<file path="config.mk">
export PLATFORM = sky130hd
export DESIGN_NAME = memory_access_unit
export DESIGN_NICKNAME = d
export VERILOG_FILES = /design/src/rtl/mem_pkg.sv /design/src/rtl/load_extend.sv /design/src/rtl/memory_access_unit.sv
export SDC_FILE = /design/constraint.sdc
export NUM_CORES = 1
export LEC_CHECK = 0
export ABC_AREA = 1
export CAP_MARGIN = 10
export CORE_MARGIN = 1
export CORE_UTILIZATION = 42
export DETAILED_ROUTE_END_ITERATION = 16
export PLACE_DENSITY = 0.89
export SETUP_SLACK_MARGIN = 0.5
export SLEW_MARGIN = 20
export SYNTH_ARGS = -nofsm -noshare
export SYNTH_HDL_FRONTEND = slang
export SYNTH_SLANG_ARGS = --single-unit
</file>
<file path="constraint.sdc">
create_clock -name clk -period 2.7 [get_ports clk]
set_input_delay 0.54 -clock clk [delete_from_list [all_inputs] [get_ports clk]]
set_output_delay 0.54 -clock clk [all_outputs]
set_load 0.01 [all_outputs]
</file>
<file path="src/rtl/mem_pkg.sv">
`default_nettype none
// ============================================================================
//  Module : mem_pkg
//  Brief  : Shared encodings for the RV32 memory stage: load/store funct3
//           values, result_src selections and the memory FSM state type.
//  Rev    : 1.0  initial release
// ============================================================================
package mem_pkg;

  // RV32I load/store funct3 encodings
  localparam logic [2:0] F3_B  = 3'b000;
  localparam logic [2:0] F3_H  = 3'b001;
  localparam logic [2:0] F3_W  = 3'b010;
  localparam logic [2:0] F3_BU = 3'b100;
  localparam logic [2:0] F3_HU = 3'b101;

  // Write-back result source selections
  localparam logic [1:0] RES_ALU = 2'b00;
  localparam logic [1:0] RES_MEM = 2'b01;
  localparam logic [1:0] RES_PC4 = 2'b10;

  // Memory-stage transaction state
  typedef enum logic [1:0] {
    ST_IDLE   = 2'b00,
    ST_WAIT_R = 2'b01,
    ST_DONE   = 2'b10
  } mem_state_t;

endpackage : mem_pkg
`default_nettype wire

</file>
<file path="src/rtl/load_extend.sv">
`default_nettype none
// ============================================================================
//  Module : load_extend
//  Brief  : Picks the addressed byte/half/word out of a 32-bit read word and
//           sign- or zero-extends it according to the load funct3.
//  Rev    : 1.0  initial release
// ============================================================================
module load_extend
  import mem_pkg::*;
#(
  parameter int DATA_WIDTH = 32
) (
  input  logic [DATA_WIDTH-1:0] rdata_i,
  input  logic [1:0]            offset_i,
  input  logic [2:0]            funct3_i,
  output logic [DATA_WIDTH-1:0] data_o
);

  logic [7:0]  w_byte;
  logic [15:0] w_half;

  // Lane selection followed by extension
  always_comb begin
    case (offset_i)
      2'd0:    w_byte = rdata_i[7:0];
      2'd1:    w_byte = rdata_i[15:8];
      2'd2:    w_byte = rdata_i[23:16];
      default: w_byte = rdata_i[31:24];
    endcase
    w_half = offset_i[1] ? rdata_i[31:16] : rdata_i[15:0];

    case (funct3_i)
      F3_B:    data_o = {{24{w_byte[7]}}, w_byte};
      F3_BU:   data_o = {24'd0, w_byte};
      F3_H:    data_o = {{16{w_half[15]}}, w_half};
      F3_HU:   data_o = {16'd0, w_half};
      F3_W:    data_o = rdata_i;
      default: data_o = '0;  // illegal funct3 never reaches here (faulted)
    endcase
  end

endmodule : load_extend
`default_nettype wire

</file>
<file path="src/rtl/memory_access_unit.sv">
`default_nettype none
// ============================================================================
//  Module : memory_access_unit
//  Brief  : RV32 memory stage. Converts load/store controls into a
//           req/gnt/rvalid data-memory transaction, steers store lanes,
//           extends load data and stalls the pipeline while busy.
//  Rev    : 1.0  initial release
// ============================================================================
module memory_access_unit
  import mem_pkg::*;
#(
  parameter int DATA_WIDTH = 32,
  parameter int ADDR_WIDTH = 32
) (
  input  logic                  clk,
  input  logic                  rst,
  input  logic [ADDR_WIDTH-1:0] alu_result_m_i,
  input  logic [DATA_WIDTH-1:0] write_data_m_i,
  input  logic [2:0]            funct3_m_i,
  input  logic [1:0]            result_src_m_i,
  input  logic                  mem_write_m_i,
  output logic [DATA_WIDTH-1:0] read_data_m_o,
  output logic                  stall_m_o,
  output logic                  access_fault_o,
  output logic                  dmem_req_o,
  output logic                  dmem_we_o,
  output logic [ADDR_WIDTH-1:0] dmem_addr_o,
  output logic [3:0]            dmem_be_o,
  output logic [DATA_WIDTH-1:0] dmem_wdata_o,
  input  logic                  dmem_gnt_i,
  input  logic                  dmem_rvalid_i,
  input  logic [DATA_WIDTH-1:0] dmem_rdata_i
);

  mem_state_t            state_q, state_d;
  logic [1:0]            offset_q, offset_d;
  logic [2:0]            funct3_q, funct3_d;
  logic [DATA_WIDTH-1:0] result_q, result_d;

  logic                  w_is_store;
  logic                  w_is_load;
  logic                  w_misaligned;
  logic                  w_illegal;
  logic                  w_fault;
  logic [1:0]            w_off;
  logic [3:0]            w_store_be;
  logic [DATA_WIDTH-1:0] w_store_wdata;
  logic [DATA_WIDTH-1:0] w_ext;

  assign w_off = alu_result_m_i[1:0];

  // Extraction uses the offset/funct3 latched when the load was granted
  load_extend #(.DATA_WIDTH(DATA_WIDTH)) u_load_extend (
    .rdata_i  (dmem_rdata_i),
    .offset_i (offset_q),
    .funct3_i (funct3_q),
    .data_o   (w_ext)
  );

  // Access decode, alignment/funct3 legality and store lane steering
  always_comb begin
    // A store wins when both store and load controls are asserted
    w_is_store = mem_write_m_i;
    w_is_load  = !mem_write_m_i && (result_src_m_i == RES_MEM);

    w_misaligned = 1'b0;
    if (funct3_m_i[1:0] == 2'b10)      w_misaligned = (w_off != 2'b00);
    else if (funct3_m_i[1:0] == 2'b01) w_misaligned = w_off[0];

    w_illegal = 1'b0;
    if (w_is_store)
      w_illegal = !(funct3_m_i == F3_B || funct3_m_i == F3_H || funct3_m_i == F3_W);
    else if (w_is_load)
      w_illegal = (funct3_m_i == 3'b011) || (funct3_m_i == 3'b110) ||
                  (funct3_m_i == 3'b111);

    w_fault = (w_is_store || w_is_load) && (w_misaligned || w_illegal);

    w_store_be    = 4'b1111;
    w_store_wdata = '0;
    if (w_is_store) begin
      case (funct3_m_i)
        F3_B: begin
          w_store_be    = 4'b0001 << w_off;
          w_store_wdata = {4{write_data_m_i[7:0]}};
        end
        F3_H: begin
          w_store_be    = 4'b0011 << {w_off[1], 1'b0};
          w_store_wdata = {2{write_data_m_i[15:0]}};
        end
        default: begin
          w_store_be    = 4'b1111;
          w_store_wdata = write_data_m_i;
        end
      endcase
    end
  end

  // FSM next state and bus/pipeline outputs; reset forces every output low
  always_comb begin
    state_d        = state_q;
    offset_d       = offset_q;
    funct3_d       = funct3_q;
    result_d       = result_q;
    read_data_m_o  = '0;
    stall_m_o      = 1'b0;
    access_fault_o = 1'b0;
    dmem_req_o     = 1'b0;
    dmem_we_o      = 1'b0;
    dmem_addr_o    = '0;
    dmem_be_o      = 4'b0000;
    dmem_wdata_o   = '0;

    case (state_q)
      ST_IDLE: begin
        if (w_fault) begin
          access_fault_o = 1'b1;
        end else if (w_is_store || w_is_load) begin
          dmem_req_o   = 1'b1;
          dmem_we_o    = w_is_store;
          dmem_addr_o  = {alu_result_m_i[ADDR_WIDTH-1:2], 2'b00};
          dmem_be_o    = w_store_be;
          dmem_wdata_o = w_store_wdata;
          stall_m_o    = !(w_is_store && dmem_gnt_i);
          if (w_is_load && dmem_gnt_i) begin
            state_d  = ST_WAIT_R;
            offset_d = w_off;
            funct3_d = funct3_m_i;
          end
        end
      end
      ST_WAIT_R: begin
        stall_m_o = 1'b1;
        if (dmem_rvalid_i) begin
          result_d = w_ext;
          state_d  = ST_DONE;
        end
      end
      ST_DONE: begin
        read_data_m_o = result_q;
        state_d       = ST_IDLE;
      end
      default: state_d = ST_IDLE;
    endcase

    if (rst) begin
      read_data_m_o  = '0;
      stall_m_o      = 1'b0;
      access_fault_o = 1'b0;
      dmem_req_o     = 1'b0;
      dmem_we_o      = 1'b0;
      dmem_addr_o    = '0;
      dmem_be_o      = 4'b0000;
      dmem_wdata_o   = '0;
    end
  end

  // State and captured-load registers
  always_ff @(posedge clk) begin
    if (rst) begin
      state_q  <= ST_IDLE;
      offset_q <= 2'b00;
      funct3_q <= 3'b000;
      result_q <= '0;
    end else begin
      state_q  <= state_d;
      offset_q <= offset_d;
      funct3_q <= funct3_d;
      result_q <= result_d;
    end
  end

endmodule : memory_access_unit
`default_nettype wire

</file>
==> qor.txt <==
fillers: 477
Vert. Die Dim: 94.8 microns
first-pass GRT wire length: 26200 microns
worst slew pin tran: 1020 ps
Yosys Warn Count: 0
CTS tree: built
fmax: 411 MHz
peak supply drop: 0.226 mV
Clock Tree Root: clkbuf_8
adder-cell share of the synthesized area: 0%
CP Cell Sequence: buf_8 > buf_8 > nand2_4 > a21oi_4 > nor2_4 > buf_6 > nand4_4 > buf_12 > buf_12 > nor2_4 > buf_6
Worst setup EP type: output port
Synth cell types: 31
commonest cells after routing, fill and taps aside: nand2_1, nor2_1, clkdlybuf4s50_1
Max-Cap Viols: 0
Core Region: 8260 sq um
Initial Util: 43.8%
CP Data Required Time: 2160 ps
Rows: 33
Setup TNS: 0 ps
clk sink count: 39
post-synthesis cell count: 684
Place WS: -503 ps
Core Util, Final: 82.9%
clk_skew: 7.85 ps
Yosys reg bits: 39
Final setup violation count: 0
Yosys top cell by area: nand2_1
compound-cell area share of the yosys netlist: 12.0%
die width: 94.8 microns
Area growth, synth to finish: 89.3%
clock latency on the worst-skew pair: 300 ps
post-layout minimum cycle time: 2430 ps
H-tree levels: 2
status: finished clean
GP Congestion: 0.948
Via-to-Cell Ratio: 5.89
ant diodes: 0
Area contributors post-synth: nand2_1, dfxtp_1, nor2_1
crit share post-route: 90.1%
CP startpoint kind: input pin
Final Hold Fails: 0
DR WL/cell: 19.2 microns
Synth top area share: 24.3%
commonest non-fill, non-tap cell in the layout: nand2_1
Placed Area: 5910 sq um
grt ovf: 0
dpl hpwl: 11000 microns
count of final max-slew check failures: 0
PortBufs: 207
xor/xnor share of the synthesized area: 0%
vias in the first global route: 5349
vias: 6180
largest net degree at the start of global routing: 34
Cell Pwr Density: 295 nW/um^2
Num CTS Buffers: 5
mux cell area share after synthesis: 0%
Leakage Power: 3.42 nW
slowest CP cell: buf_12
First-pass DRT Iterations: 9
Max Root-Sink Buffers: 2
IO Count: 210
CP Buf/Inv Count: 6
CTS clk-pin slew, worst paths: 80 ps
footprint of the multi-input gates: 2750 sq um
total power draw: 2.02 mW
GRT Resource Usage Total: 37.6%
post-route ant nets: 0
RSZ-0062 raised after global routing: true
WP data arrival: 1890 ps
Post-Syn Area per Cell: 5.29 sq um
final wirelength: 20100 microns
crit-path max cell delay: 180 ps
drt drc: 0
share of cells above drive strength 1: 28.6%
setup ws final: 266 ps
Post-Syn Area: 3620 sq um
Post-Synth Simple-Gate Area: 51.8%
Storage cell area: 781 sq um
largest family of logic cells by synthesized area: simple AND/OR/NAND/NOR gates
family with the most delay on the worst path: buffers and inverters
antenna violations before repair: 0
WS Path Type: in2out
max_slew headroom: 31.8%
die area: 8990 sq um
CP Max Fanout: 8
register area share after synthesis: 21.6%
DRT iter0 DRCs: 839
Layout Nets: 1049
cts hold-fix bufs: 0
post-route cell area: 6850 sq um
hold crit path type: reg2reg
==> cell usage after synthesis (all sizes together) <==
cell type,count
nand3,52
nor3,4
a211oi,5
a21oi,25
o22ai,1
a21boi,1
nand2,237
buf,28
dfxtp,39
nand4,8
conb,1
clkbuf,12
o21a,4
nor2,150
or2,2
o21ai,24
inv,79
o211ai,12
==> layer usage <==
layer	vias up	routed length, microns	GRT usage (%)	share of wire, %
li1	2627	-	-	-
met1	2706	6380	42.2	32
met2	657	9270	64.3	46
met3	190	2740	9.58	14
met4	0	1750	21.5	8.7
met5	-	0	0	0
==> per-stage QoR <==
step                hold WS, ps  cells
finish                      483   1049
global route                501   1049
floorplan                   448    685
CTS                         476   1044
global placement            461    994
detailed placement          463    994
==> flip-flops by register name, summed over array words and instances (netlist names) <==
register,cells
state_q,2
funct3_q,3
offset_q,2
result_q,32
==> final timing paths <==
kind	from	endpoint	slack (ps)	cells past startpoint
max	funct3_m_i[0]	dmem_addr_o[15]	270	11
min reg2reg	result_q[18]	result_q[18]	480	2
min	result_q[18]	result_q[18]	480	2
max reg2reg	offset_q[1]	result_q[28]	680	9
==> power by group <==
part	total (mW)	leakage, nW	switching [mW]	internal (mW)
registers	0.584	0.314	0.00386	0.580
logic	0.839	3.04	0.433	0.406
clock network	0.596	0.0644	0.227	0.369
==> worst min-delay path: stages (launching register included) <==
cell     delay (ps)
dfxtp_1         310
nand3_1          80
nand2_1          50
==> layout make-up <==
| cell class | instances | share of cell area (%) |
|---|---|---|
| Timing Repair inverter | 1 | 0.110 |
| Clock inverter | 3 | 0.986 |
| Inverter | 79 | 4.69 |
| Sequential cell | 39 | 11.4 |
| Tap cell | 105 | 1.92 |
| Multi-Input combinational cell | 528 | 40.1 |
| Clock buffer | 5 | 1.00 |
| Timing Repair Buffer | 289 | 39.8 |
==> timing repair <==
action	4_1_cts	5_1_grt
endpoints found under the setup margin	102	78
resized for setup	425	101
pin swaps	33	18
buffers inserted	36	4
gates cloned	6	1
==> cells by family after synthesis <==
group	Yosys count
AND/OR/NAND/NOR	453
buffers and inverters	119
AO/OA/AOI/OAI	72
flip-flops	39
other	1
Note: power is estimated with default switching activity, not from simulation.
